[config.mk]
export PLATFORM = sky130hd
export DESIGN_NAME = pool_window_feeder_flat
export DESIGN_NICKNAME = d
export VERILOG_FILES = /design/src/rtl/pool_window_feeder_pkg.sv /design/src/rtl/pool_window_feeder_if.sv /design/src/rtl/pool_window_feeder_line_buffer.sv /design/src/rtl/pool_window_feeder.sv /design/src/flat_wrapper.sv
export SDC_FILE = /design/constraint.sdc
export NUM_CORES = 1
export LEC_CHECK = 0
export ABC_AREA = 1
export CAP_MARGIN = 20
export CORE_UTILIZATION = 50
export DETAILED_ROUTE_END_ITERATION = 6
export HOLD_SLACK_MARGIN = 0.03
export PLACE_DENSITY = 0.77
export SLEW_MARGIN = 15
export SYNTH_ARGS = -nofsm -noshare
export SYNTH_HDL_FRONTEND = slang
export SYNTH_SLANG_ARGS = --single-unit
[constraint.sdc]
create_clock -name clk_i -period 2.8 [get_ports clk_i]
set_input_delay 0.56 -clock clk_i [delete_from_list [all_inputs] [get_ports clk_i]]
set_output_delay 0.56 -clock clk_i [all_outputs]
set_load 0.05 [all_outputs]
[src/rtl/pool_window_feeder_pkg.sv]
// Shared constants and types for the max-pool window feeder.
package pkg_parameters;
    localparam int DATA_W_DEF = 8;

    typedef enum logic [1:0] {
        ST_FILL = 2'd0,
        ST_EMIT = 2'd1,
        ST_COOL = 2'd2
    } feeder_state_e;

    localparam logic [3:0] SLOT_ELEM_FIRST = 4'd0;
    localparam logic [3:0] SLOT_ELEM_LAST  = 4'd6;
    localparam logic [3:0] SLOT_DONE       = 4'd8;
    localparam logic [3:0] SLOT_LAST       = 4'd10;
endpackage

[src/rtl/pool_window_feeder_if.sv]
// Pixel-in / element-out handshake bundle between upstream, feeder and pooler.
interface pool_window_feeder_if #(parameter int DATA_W = 8);
    logic              in_valid_i;
    logic [DATA_W-1:0] in_data_i;
    logic              in_ready_o;
    logic              mx_valid_o;
    logic [DATA_W-1:0] mx_data_o;
    logic              mx_done_o;

    modport master (
        output in_valid_i, in_data_i,
        input  in_ready_o, mx_valid_o, mx_data_o, mx_done_o
    );
    modport slave (
        input  in_valid_i, in_data_i,
        output in_ready_o, mx_valid_o, mx_data_o, mx_done_o
    );
endinterface

[src/rtl/pool_window_feeder_line_buffer.sv]
// One-row pixel store: single synchronous write, two combinational reads.
module pool_line_buffer #(
    parameter int DATA_W = 8,
    parameter int IMG_W  = 8,
    parameter int CW     = 3
) (
    input  logic              i_clk,
    input  logic              i_we,
    input  logic [CW-1:0]     i_waddr,
    input  logic [DATA_W-1:0] i_wdata,
    input  logic [CW-1:0]     i_raddr_a,
    output logic [DATA_W-1:0] o_rdata_a,
    input  logic [CW-1:0]     i_raddr_b,
    output logic [DATA_W-1:0] o_rdata_b
);
    logic [DATA_W-1:0] r_mem [IMG_W];

    always_ff @(posedge i_clk) begin
        if (i_we) r_mem[i_waddr] <= i_wdata;
    end

    assign o_rdata_a = r_mem[i_raddr_a];
    assign o_rdata_b = r_mem[i_raddr_b];
endmodule

[src/rtl/pool_window_feeder.sv]
// Buffers one row and replays each 2x2 window as paced element pulses plus a done pulse.
// Optional frame_done_o port is enabled by defining POOL_FEEDER_FRAME_DONE_EN.
module pool_window_feeder
    import pkg_parameters::*;
#(
    parameter int DATA_W = DATA_W_DEF,
    parameter int IMG_W  = 8,
    parameter int IMG_H  = 8
) (
    input logic clk_i,
    input logic rst_ni,
    pool_window_feeder_if.slave bus
`ifdef POOL_FEEDER_FRAME_DONE_EN
    ,
    output logic frame_done_o
`endif
);
    localparam int CW = (IMG_W > 2) ? $clog2(IMG_W) : 1;
    localparam int RW = (IMG_H > 2) ? $clog2(IMG_H) : 1;

    feeder_state_e     r_state;
    logic [3:0]        r_slot;
    logic [CW-1:0]     r_col, r_win_col;
    logic [RW-1:0]     r_row;
    logic              r_in_ready, r_mx_valid, r_mx_done;
    logic [DATA_W-1:0] r_mx_data, r_hold, r_cur;

    logic              w_accept, w_br, w_col_last, w_row_last;
    logic [CW-1:0]     w_rd_col, w_rd_prev;
    logic [DATA_W-1:0] w_lb_a, w_lb_b;

    assign w_accept   = bus.in_valid_i && r_in_ready;
    assign w_br       = w_accept && r_row[0] && r_col[0];
    assign w_col_last = (r_col == CW'(IMG_W - 1));
    assign w_row_last = (r_row == RW'(IMG_H - 1));
    // The column counter has already moved on during EMIT, so reads use the latched window column.
    assign w_rd_col   = (r_state == ST_FILL) ? r_col : r_win_col;
    assign w_rd_prev  = w_rd_col - CW'(1);

    pool_line_buffer #(.DATA_W(DATA_W), .IMG_W(IMG_W), .CW(CW)) u_linebuf (
        .i_clk     (clk_i),
        .i_we      (w_accept && !r_row[0]),
        .i_waddr   (r_col),
        .i_wdata   (bus.in_data_i),
        .i_raddr_a (w_rd_prev),
        .o_rdata_a (w_lb_a),
        .i_raddr_b (w_rd_col),
        .o_rdata_b (w_lb_b)
    );

    always_ff @(posedge clk_i) begin
        if (w_accept && r_row[0]) begin
            if (r_col[0]) r_cur  <= bus.in_data_i;
            else          r_hold <= bus.in_data_i;
        end
    end

    always_ff @(posedge clk_i) begin
        if (!rst_ni) begin
            r_state    <= ST_FILL;
            r_slot     <= '0;
            r_col      <= '0;
            r_row      <= '0;
            r_win_col  <= '0;
            r_in_ready <= 1'b0;
            r_mx_valid <= 1'b0;
            r_mx_done  <= 1'b0;
            r_mx_data  <= '0;
        end else begin
            r_mx_valid <= 1'b0;
            r_mx_done  <= 1'b0;
            case (r_state)
                ST_FILL: begin
                    r_in_ready <= 1'b1;
                    if (w_accept) begin
                        if (w_col_last) begin
                            r_col <= '0;
                            r_row <= w_row_last ? '0 : r_row + RW'(1);
                        end else begin
                            r_col <= r_col + CW'(1);
                        end
                    end
                    if (w_br) begin
                        r_state    <= ST_EMIT;
                        r_slot     <= SLOT_ELEM_FIRST;
                        r_win_col  <= r_col;
                        r_in_ready <= 1'b0;
                        r_mx_valid <= 1'b1;
                        r_mx_data  <= w_lb_a;
                    end
                end
                ST_EMIT: begin
                    // Outputs are registered, so each case prepares the following slot.
                    r_slot <= r_slot + 4'd1;
                    case (r_slot)
                        4'd1: begin r_mx_valid <= 1'b1; r_mx_data <= w_lb_b; end
                        4'd3: begin r_mx_valid <= 1'b1; r_mx_data <= r_hold; end
                        4'd5: begin r_mx_valid <= 1'b1; r_mx_data <= r_cur;  end
                        4'd7: r_mx_done <= 1'b1;
                        default: ;
                    endcase
                    if (r_slot == SLOT_DONE) r_state <= ST_COOL;
                end
                ST_COOL: begin
                    r_slot <= r_slot + 4'd1;
                    if (r_slot == SLOT_LAST) begin
                        r_state    <= ST_FILL;
                        r_slot     <= '0;
                        r_in_ready <= 1'b1;
                    end
                end
                default: r_state <= ST_FILL;
            endcase
        end
    end

`ifdef POOL_FEEDER_FRAME_DONE_EN
    logic r_last_win, r_frame_done;

    always_ff @(posedge clk_i) begin
        if (!rst_ni) begin
            r_last_win   <= 1'b0;
            r_frame_done <= 1'b0;
        end else begin
            if (w_br) r_last_win <= w_row_last && w_col_last;
            r_frame_done <= (r_state == ST_EMIT) && (r_slot == SLOT_DONE - 4'd1) && r_last_win;
        end
    end

    assign frame_done_o = r_frame_done;
`endif

    assign bus.in_ready_o = r_in_ready;
    assign bus.mx_valid_o = r_mx_valid;
    assign bus.mx_data_o  = r_mx_data;
    assign bus.mx_done_o  = r_mx_done;
endmodule

[src/flat_wrapper.sv]
// flat-port wrapper written by rule: the top's interface ports become plain ports
module pool_window_feeder_flat import pkg_parameters::*;
#(
    parameter int DATA_W = DATA_W_DEF,
    parameter int IMG_W  = 8,
    parameter int IMG_H  = 8
)
  (clk_i, rst_ni, bus_in_valid_i, bus_in_data_i, bus_in_ready_o, bus_mx_valid_o, bus_mx_data_o, bus_mx_done_o);
  pool_window_feeder_if #(.DATA_W(DATA_W)) bus_i ();
  input logic clk_i;
  input logic rst_ni;
  input wire logic [$bits(bus_i.in_valid_i)-1:0] bus_in_valid_i;
  input wire logic [$bits(bus_i.in_data_i)-1:0] bus_in_data_i;
  output wire logic [$bits(bus_i.in_ready_o)-1:0] bus_in_ready_o;
  output wire logic [$bits(bus_i.mx_valid_o)-1:0] bus_mx_valid_o;
  output wire logic [$bits(bus_i.mx_data_o)-1:0] bus_mx_data_o;
  output wire logic [$bits(bus_i.mx_done_o)-1:0] bus_mx_done_o;
  assign bus_i.in_valid_i = bus_in_valid_i;
  assign bus_i.in_data_i = bus_in_data_i;
  assign bus_in_ready_o = bus_i.in_ready_o;
  assign bus_mx_valid_o = bus_i.mx_valid_o;
  assign bus_mx_data_o = bus_i.mx_data_o;
  assign bus_mx_done_o = bus_i.mx_done_o;
  pool_window_feeder #(.DATA_W(DATA_W), .IMG_W(IMG_W), .IMG_H(IMG_H)) u_core (.clk_i(clk_i), .rst_ni(rst_ni), .bus(bus_i));
endmodule
### Word level (Yosys, flattened, before mapping)

Memories as Yosys holds them, arrays and structs flattened.
Index checks and enable logic that the tools add are counted.
W data, S select, Z words.

| operators by class | value |
|---|---|
| add/subtract/negate cells | 4 |
| multiply operators | 0 |
| div/mod/pow operators | 0 |
| $lt $le $gt $ge | 0 |
| equality and inequality tests | 14 |
| shift operators | 0 |
| multiplexer cells | 22 |
| bitwise logic cells | 1 |
| reductions and logical operators | 20 |

Operators by type and width:

| cell | number |
|---|---|
| $pmux W8 S3 | 1 |
| $pmux W8 S2 | 1 |
| $reduce_and A2 Y1 | 7 |
| $pmux W4 S3 | 1 |
| $mux W3 | 3 |
| $reduce_and A3 Y1 | 3 |
| $eq A4 B3 Y1 const B | 2 |
| $eq A4 B4 Y1 const B | 2 |
| $mux W4 | 2 |
| $mux W8 | 1 |
| $mux W1 | 7 |
| $add A3 B1 Y3 const B | 2 |
| $eq A3 B3 Y1 const B | 2 |
| $mux W2 | 3 |
| $ne A2 B1 Y1 const B | 3 |
| $pmux W2 S3 | 1 |
| $add A4 B1 Y4 const B | 1 |
| $eq A4 B1 Y1 const B | 1 |
| $eq A4 B2 Y1 const B | 1 |
| $logic_and A1 B1 Y1 | 4 |
| $ne A4 B4 Y1 const B | 1 |
| $pmux W1 S2 | 2 |
| $reduce_bool A2 Y1 | 2 |
| $reduce_bool A3 Y1 | 1 |
| 7 further kinds | 7 |

| word-level totals | value |
|---|---|
| register bits after elaboration | 42 |
| latch bits | 0 |
| RAM bits | 64 |
| ROM bits | 0 |
| bits of input ports | 11 |
| output and inout bits | 11 |
| logic and storage cells | 73 |
| memories | 1 |

Memory list:

| memory | depth | bits a word | read ports | clocked after Yosys merged registers in | write ports | RTL line | source |
|---|---|---|---|---|---|---|---|
| u_core.u_linebuf.r_mem | 8 | 8 | 2 | 0 | 1 | pool_window_feeder_line_buffer.sv:16 | `logic [DATA_W-1:0] r_mem [IMG_W];` |

### Longest topological paths before layout

Gate-level depths: netlist of run 1.
An unclocked memory read counts as a cell.

| logic depth | value |
|---|---|
| depth in word-level cells | 6 |
| depth in mapped cells | 15 |
| gate-level depth less buffers | 14 |

### Cells and area by module

A second synthesis of run 1 with hierarchy kept.

| second synthesis, totals | value |
|---|---|
| cell total of the unflattened synthesis | 725 |
| area total of the unflattened synthesis | 5741.8 um2 |

By module, submodules not included:

| module | instances | cells each | area each (um2) | seq. area each (um2) |
|---|---|---|---|---|
| pool_line_buffer | 1 | 445 | 3553.4 | 1921.8 |
| pool_window_feeder | 1 | 280 | 2188.3 | 1001.0 |

### Worst setup path before layout of run 1

OpenSTA, ideal clock, no wires.

| path | value |
|---|---|
| kind | register -> register |
| start | register u_core.r_in_ready, in the netlist u_core.bus.in_ready_o |
| end | register u_core.r_hold[0], enable pin |
| setup time | 0.383 ns |
| arrival | 1.440 ns |
| required time | 2.417 ns |
| slack | 0.977 ns |
| stages on the path, launching flop included | 3 |
| buffers on the path | 0 |
| clock period less this slack | 1.823 ns |
| cells stage by stage | dfxtp_1 nand2_1 nor3_1 |

| on the way | value |
|---|---|
| word-level cells in the longest chain between the ends | 3 |

RTL lines:

| element | RTL line | source |
|---|---|---|
| from (decl) | pool_window_feeder.sv:25 | `logic r_in_ready, r_mx_valid, r_mx_done;` |
| from (signal assigned) | pool_window_feeder.sv:65 | `r_in_ready <= 1'b0;` |
| from (signal assigned) | pool_window_feeder.sv:74 | `r_in_ready <= 1'b1;` |
| from (signal assigned) | pool_window_feeder.sv:87 | `r_in_ready <= 1'b0;` |
| $logic_and A1 B1 Y1 | pool_window_feeder.sv:32 | `assign w_accept = bus.in_valid_i && r_in_ready;` |
| $logic_and A1 B1 Y1 | pool_window_feeder.sv:52 | `if (w_accept && r_row[0]) begin` |
| $reduce_and A2 Y1 (no source line) | -- |  |
| to (signal assigned) | pool_window_feeder.sv:54 | `else r_hold <= bus.in_data_i;` |
| to (decl) | pool_window_feeder.sv:26 | `logic [DATA_W-1:0] r_mx_data, r_hold, r_cur;` |

Every way passes these cells.
A chain may end at the register's enable or synchronous reset.

### Worst setup path in the final report of run 1

| path | value |
|---|---|
| start | register u_core.r_state[0] |
| end | register u_core.r_mx_data[2], in the netlist u_core.bus.mx_data_o[2] |

| on the way | value |
|---|---|
| word-level cells in the longest chain between the ends | 6 |
| elaborated cells between the ends (all ways) | 12 |

RTL lines:

| element | RTL line | source |
|---|---|---|
| from (decl) | pool_window_feeder.sv:21 | `feeder_state_e r_state;` |
| from (signal assigned) | pool_window_feeder.sv:60 | `r_state <= ST_FILL;` |
| from (signal assigned) | pool_window_feeder.sv:84 | `r_state <= ST_EMIT;` |
| from (signal assigned) | pool_window_feeder.sv:102 | `if (r_slot == SLOT_DONE) r_state <= ST_COOL;` |
| $logic_not A2 Y1 | pool_window_feeder.sv:37, pool_window_feeder.sv:72 |  |
| $mux W3 | pool_window_feeder.sv:37 | `assign w_rd_col = (r_state == ST_FILL) ? r_col : r_win_col;` |
| $sub A3 B1 Y3 | pool_window_feeder.sv:38 | `assign w_rd_prev = w_rd_col - CW'(1);` |
| $mem_v2 Z8 W8 | -- |  |
| $mux W8 | pool_window_feeder.sv:83 | `if (w_br) begin` |
| $pmux W8 S2 | pool_window_feeder.sv:72 | `case (r_state)` |
| to (signal assigned) | pool_window_feeder.sv:89 | `r_mx_data <= w_lb_a;` |
| to (decl) | pool_window_feeder.sv:26 |  |

Several ways; a longest one is shown, not always the timed one. The select of a mux whose other input is x is not followed.

==> impl_metrics.toml, run 1 <==
[route]
routed_wl_mm = 13.1
routedWlPerCell_um = 16.2
antenna_left = 0
viasPerCell = 5.47
first_pass_iters = 7
route.detailed.drc = 0
num_vias = 4443
first_iter_violations = 274

[yosys]
synthDistinctLibCells = 28
yosysTopAreaCell = "edfxtp_1"
syn_nets = 667
synth_seq_area_share_pct = 53.6
yosys-top-cells-area = "edfxtp_1 44%, nand2_1 11%, nand3_1 11%"
ys_ff_latch = 106
syn_area_um2 = 5450
syn_inst = 645
yosys_warnings = 0
synth_top_cell_area_share_pct = 44.1
postSynthAreaPerCell_um2 = 8.45

[sta]
finalCritPeriodShare_pct = 85.6
max_freq_ghz = 0.417
finalHoldViolations = 0
maxSlewHeadroom_pct = 57.0
setup_tns_ns = 0
drv_slew = 0
setup_viol = 0
setup_slack_ns = 0.403
worstMarginPinSlew_ns = 0.642
fin_crit_ns = 2.40
holdWs_ns = 0.491
rsz0062_at_grt = "false"
fin_skew_ns = 0.0143

[clock_tree]
clockBufferDepth = 2
clk_latency_ns = 0.38
numCtsBuffers = 9
post_cts_buffers = 0
ctsResizeCount = 0
clk_pin_slew_ns = 0.10
cts.sinks = 106
tritoncts = "yes"
root_buffer = "clkbuf_8"
cts-htree-levels = 3
postCtsHoldBufs = 0

[global_route]
grt_usage_pct = 24.6
grt_antenna_before_repair = 0
grt_max_degree = 50
overflow = 0
grt_first_pass_wirelength_mm = 21.0
grt_pass1_vias = 4295

[placed_design]
place_hpwl_mm = 9.10
io_buffers = 21
placed_cell_area_um2 = 5810
place_congestion = 0.911
place_worst_setup_slack_ns = 0.376

[setup_path]
arrival_ns = 2.71
cp_max_fo = 49
critPathMaxStageDelay_ns = 0.38
cp-start-kind = "register"
worst-setup-path-type = "reg -> reg"
crit_top_cell = "nand2_1"
cp_cell_sequence = "inv_1 -> ha_1 -> buf_4 -> nand2_1 -> nand2_4 -> nand2_2 -> inv_1 -> nor2_2 -> nand2_1 -> nand2_1 -> nand2_1 -> nand3_1 -> nand2_1 -> a21oi_2"
required_ns = 3.11
critPathSlowestCell = "dfxtp_1"
cp-end-kind = "register"

[finish]
fillCellCount = 979
nNetsFinal = 694
ff_latch_area_um2 = 2920
multi_input_area_um2 = 1980
area_growth_pct = 10.4
postLayoutCellArea_um2 = 6020
diodes = 0
drive_gt1_share_pct = 7.69

[pwr]
total_power_uw = 3420
leakagePower_uw = 0.00258
peakVddDrop_mv = 0.429
p_per_area_nw_per_um2 = 569

[die]
core.rowCount = 37
fp.dieH_um = 106
dieArea_um2 = 11300
core_um2 = 10500
start_util_pct = 52.1
fp.dieW_um = 106
num_io_pins = 22

[run_status]
status = "finished, final reports clean"

[job]
maxCapViolations = 0

[worst_hold_path]
holdCritPathClass = "reg -> reg"
## worst max-delay path: cells and delay by family (launching register included)
| family | cells | cell delay (ns) |
|---|---|---|
| and+or+nand+nor | 9 | 1.17 |
| buffers and inverters | 3 | 0.38 |
| DFF | 1 | 0.38 |
| adders and majority gates | 1 | 0.27 |
| AOI/OAI and AO/OA | 1 | 0.11 |
## area by class of cell
type	instances	area share, %
clock inverter	6	1.35
sequential	106	48.6
inverter	103	6.51
tap	136	2.83
multi-input combinational	413	33.0
clock buffer	9	2.06
timing repair buffer	39	5.74
## sequential cells by signal, indices dropped and copies added (netlist names)
name,count
u_core.bus.in_ready_o,1
u_core.bus.mx_data_o,8
u_core.bus.mx_done_o,1
u_core.bus.mx_valid_o,1
u_core.r_col,3
u_core.r_cur,8
u_core.r_hold,8
u_core.r_row,3
u_core.r_slot,4
u_core.r_state,2
u_core.r_win_col,3
u_core.u_linebuf.r_mem,64
## logic make-up after synthesis
kind of cell,after synthesis,synth area share (%)
DFF,106,53.6
buffers and inverters,126,10.0
adders and majority gates,11,2.52
AOI/OAI and AO/OA,61,6.40
and+or+nand+nor,341,27.4
## routing by layer
| layer | routed length [µm] | GRT usage, % | vias to the layer above |
|---|---|---|---|
| li1 | - | - | 2158 |
| met1 | 5440 | 30.3 | 2070 |
| met2 | 6310 | 41.3 | 175 |
| met3 | 871 | 4.60 | 40 |
| met4 | 502 | 12.0 | 0 |
| met5 | 0 | 0 | - |
## layout by cell type, fill, tap and decap left out
master / n
a211oi_1: 3
nor4_1: 2
nor3_1: 2
nand2_2: 9
clkinv_1: 3
o21ai_1: 5
bufinv_16: 2
o21ai_0: 21
inv_2: 1
o21ai_2: 1
a21oi_1: 22
a21oi_2: 3
buf_4: 18
nor2_2: 2
nand2_4: 4
nor2_1: 37
a221oi_1: 5
o211ai_1: 1
dfxtp_1: 26
inv_6: 2
nand2_1: 167
edfxtp_1: 80
nand4_1: 3
ha_1: 11
clkdlybuf4s50_1: 21
clkbuf_8: 9
inv_1: 100
nand3_1: 115
clkinv_2: 1
## metrics by stage
step           utilization (%)  std cells
2_1_floorplan                -        645
3_3_place_gp              55.6        797
3_5_place_dp              55.6        797
4_1_cts                   57.5        812
5_1_grt                   57.5        812
6_report                  57.5        812
## power by group
group / switching, µW / internal [µW] / leakage, µW
sequential: 25.2 / 1720 / 0.000932
clock: 518 / 495 / 0.000105
combinational: 447 / 212 / 0.00154
total: 991 / 2430 / 0.00258
## worst paths after layout
path | to | slack [ns] | cells after the start | start
max | u_core.bus.mx_data_o[2] | 0.40 | 14 | u_core.r_state[0]
min | u_core.r_row[1] | 0.49 | 2 | u_core.r_row[1]
max reg2reg | u_core.bus.mx_data_o[2] | 0.40 | 14 | u_core.r_state[0]
min reg2reg | u_core.r_row[1] | 0.49 | 2 | u_core.r_row[1]
## Yosys cell counts
cell type and number:
nand2_1 167, nand3_1 115, inv_1 100, edfxtp_1 80
nor2_1 37, dfxtp_1 26, a21oi_1 22, o21ai_0 21
ha_1 11, buf_2 10, nand2_2 9, buf_6 6
a221oi_1 5, o21ai_1 5, clkbuf_1 4, nand2_4 4
a211oi_1 3, a21oi_2 3, buf_4 3, nand4_1 3
nor2_2 2, nor3_1 2, nor4_1 2, clkinv_1 1
inv_2 1, inv_6 1, o211ai_1 1, o21ai_2 1
(Power assumes the default switching activity.)
==> run 2: changes to the inputs <==
Settings changed: ABC_AREA 1 to default.
==> run 2 against run 1 <==
  * Routed wire length up 0.61%
  * Worst setup slack worse by 0.037 ns
  * Register-to-register slack worse by 0.04 ns
  * Total power down 17%
  * Flip-flop and latch count unchanged
  * Sequential power down 2%
  * Core utilization up 0.39 points
  * First-iteration DRC count up 110%
  * Critical path depth down 6
  * Via count down 7.8%
  * Largest power group unchanged
==> impl_metrics.toml, run 2 <==
[placed_design]
io_buffers = 21
place_hpwl_mm = 9.10
place_congestion = 0.933
placedCellCount = 629

[setup_path]
cp_max_fo = 19
critPathMaxStageDelay_ns = 0.51
critPathSlowestCell = "mux4_2"
required_ns = 3.08
arrival_ns = 2.72
cp_cell_sequence = "inv_1 -> ha_2 -> mux2i_2 -> buf_12 -> mux4_2 -> mux2_2 -> a211oi_2 -> a211oi_1"
worst-setup-path-type = "reg -> reg"
cp-end-kind = "register"
cp-start-kind = "register"
cp_top_family = "multiplexers"
cp.buffers_inverters = 2

[route]
routed_wl_mm = 13.2
antenna_left = 0
first_pass_iters = 5
viasPerCell = 6.35
routedWlPerCell_um = 20.5
route.detailed.drc = 0
first_iter_violations = 577
num_vias = 4096

[die]
core.rowCount = 37
num_io_pins = 22
core_um2 = 10400
dieArea_um2 = 11200
fp.dieW_um = 106
start_util_pct = 51.8
fp.dieH_um = 106

[clock_tree]
ctsResizeCount = 0
cts-htree-levels = 3
numCtsBuffers = 9
tritoncts = "yes"
clockBufferDepth = 2
clk_latency_ns = 0.38
cts.sinks = 106
postCtsHoldBufs = 0
clk_pin_slew_ns = 0.12
post_cts_buffers = 0
root_buffer = "clkbuf_8"

[finish]
diodes = 0
largest-register = "u_core.u_linebuf.r_mem"
area_growth_pct = 11.8
largest_register_ffs = 64
nNetsFinal = 526
layout_common_cells = "80 x edfxtp_1, 55 x nor2_1, 26 x dfxtp_1, 25 x buf_4"
drive_gt1_share_pct = 13.6
multi_input_area_um2 = 2250
fin_cells = 645
final_util_pct = 57.9
fillCellCount = 875
ff_latch_area_um2 = 2920
layout.cells.most_common = "edfxtp_1"

[sta]
rsz0062_at_grt = "false"
finalHoldViolations = 0
finalCritPeriodShare_pct = 86.9
worstMarginPinSlew_ns = 0.588
max_freq_ghz = 0.411
fin_skew_ns = 0.0171
maxSlewHeadroom_pct = 60.6
setup_viol = 0
setup_tns_ns = 0
fin_crit_ns = 2.43
drv_slew = 0

[yosys]
synthArstFlopShare_pct = 0
netlist_top_cells_count = "80 x edfxtp_1, 55 x nor2_1, 26 x dfxtp_1"
yosys_warnings = 0
yosysMostFrequentCell = "edfxtp_1"
synth-edff-count = 80
yosysTopAreaCell = "edfxtp_1"
syn_inst = 478
ys.flop_type = "edfxtp_1"
yosys-top-cells-area = "edfxtp_1 45%, dfxtp_1 9.6%, mux2i_1 4.6%"
ys_ff_latch = 106
postSynthAreaPerCell_um2 = 11.3
syn_nets = 500
syn_area_um2 = 5400
synth_seq_area_share_pct = 54.1
synth_top_cell_area_share_pct = 44.5
synthDistinctLibCells = 55

[global_route]
grt_pass1_vias = 4015
grt_usage_pct = 25.0
grt_antenna_before_repair = 0
grt_first_pass_wirelength_mm = 21.3
overflow = 0
grt_max_degree = 37

[pwr]
p_per_area_nw_per_um2 = 470
peakVddDrop_mv = 0.311
leakagePower_uw = 0.00208

[run_status]
status = "finished, final reports clean"

[worst_hold_path]
holdCritPathClass = "reg -> reg"

[job]
maxCapViolations = 0
[run 2: cell types whose count changed after synthesis, sizes merged, moves of 17 or more]
cell | before | now
mux2i | 0 | 26
nand3 | 115 | 7
o211ai | 1 | 24
nor3 | 2 | 24
inv | 102 | 11
nand2 | 180 | 23
nor2 | 39 | 56
[run 2: where the power goes]
part	switching, µW	total, µW	leakage [µW]	internal (µW)
logic	96.1	155	0.00104	59.2
clock network	609	973	0.000105	365
registers	9.60	1710	0.000932	1700
total	714	2840	0.00208	2120
[run 2: worst paths after layout]
kind,start,end,slack (ns),depth (start not counted)
worst min register to register,u_core.bus.mx_data_o[6],u_core.bus.mx_data_o[6],0.48,2
worst max register to register,u_core.r_state[0],u_core.bus.mx_data_o[7],0.37,8
worst min-delay path,u_core.bus.mx_data_o[6],u_core.bus.mx_data_o[6],0.48,2
worst max-delay path,u_core.r_state[0],u_core.bus.mx_data_o[7],0.37,8
[run 2: worst min-delay path: stages (launching register included)]
cell and delay (ns):
dfxtp_1 0.35, nand2_1 0.06, o21ai_1 0.05
[run 2: area by class of cell]
class,instances,share of cell area [%]
inverter,11,0.685
clock inverter,7,1.43
clock buffer,9,2.05
multi-input combinational,328,37.3
sequential,106,48.5
timing repair buffer,48,7.26
tap,136,2.82
[run 2: cells by family (layout without fill, tap and decap cells)]
group           count (synthesis)  after routing  share of synthesized area [%]
flops                         106            106                           54.1
buf+inv                        44             75                           4.36
xor+xnor                        2              2                          0.325
mux                            41             41                           8.88
compound gates                139            139                           18.1
fa+ha+maj                      11             11                           2.55
simple gates                  135            135                           11.6
[run 2: routing by layer]
| layer | GRT usage, % | wire length, µm | vias up |
|---|---|---|---|
| met3 | 4.72 | 892 | 29 |
| met1 | 32.9 | 5570 | 2009 |
| met4 | 12.2 | 510 | 0 |
| met5 | 0 | 0 | - |
| met2 | 39.9 | 6230 | 177 |
| li1 | - | - | 1881 |
[run 2: per-stage QoR]
step | hold slack [ns] | area (µm²) | total power (µW) | setup WS [ns]
final | 0.479 | 6030 | 2840 | 0.365
after global routing | 0.508 | 6030 | 2930 | 0.202
after CTS | 0.484 | 6030 | 2860 | 0.378
after detailed placement | 0.466 | 5820 | 1900 | 0.364
after global placement | 0.461 | 5820 | 1890 | 0.364
after floorplan | 0.461 | 5400 | 1830 | 0.606
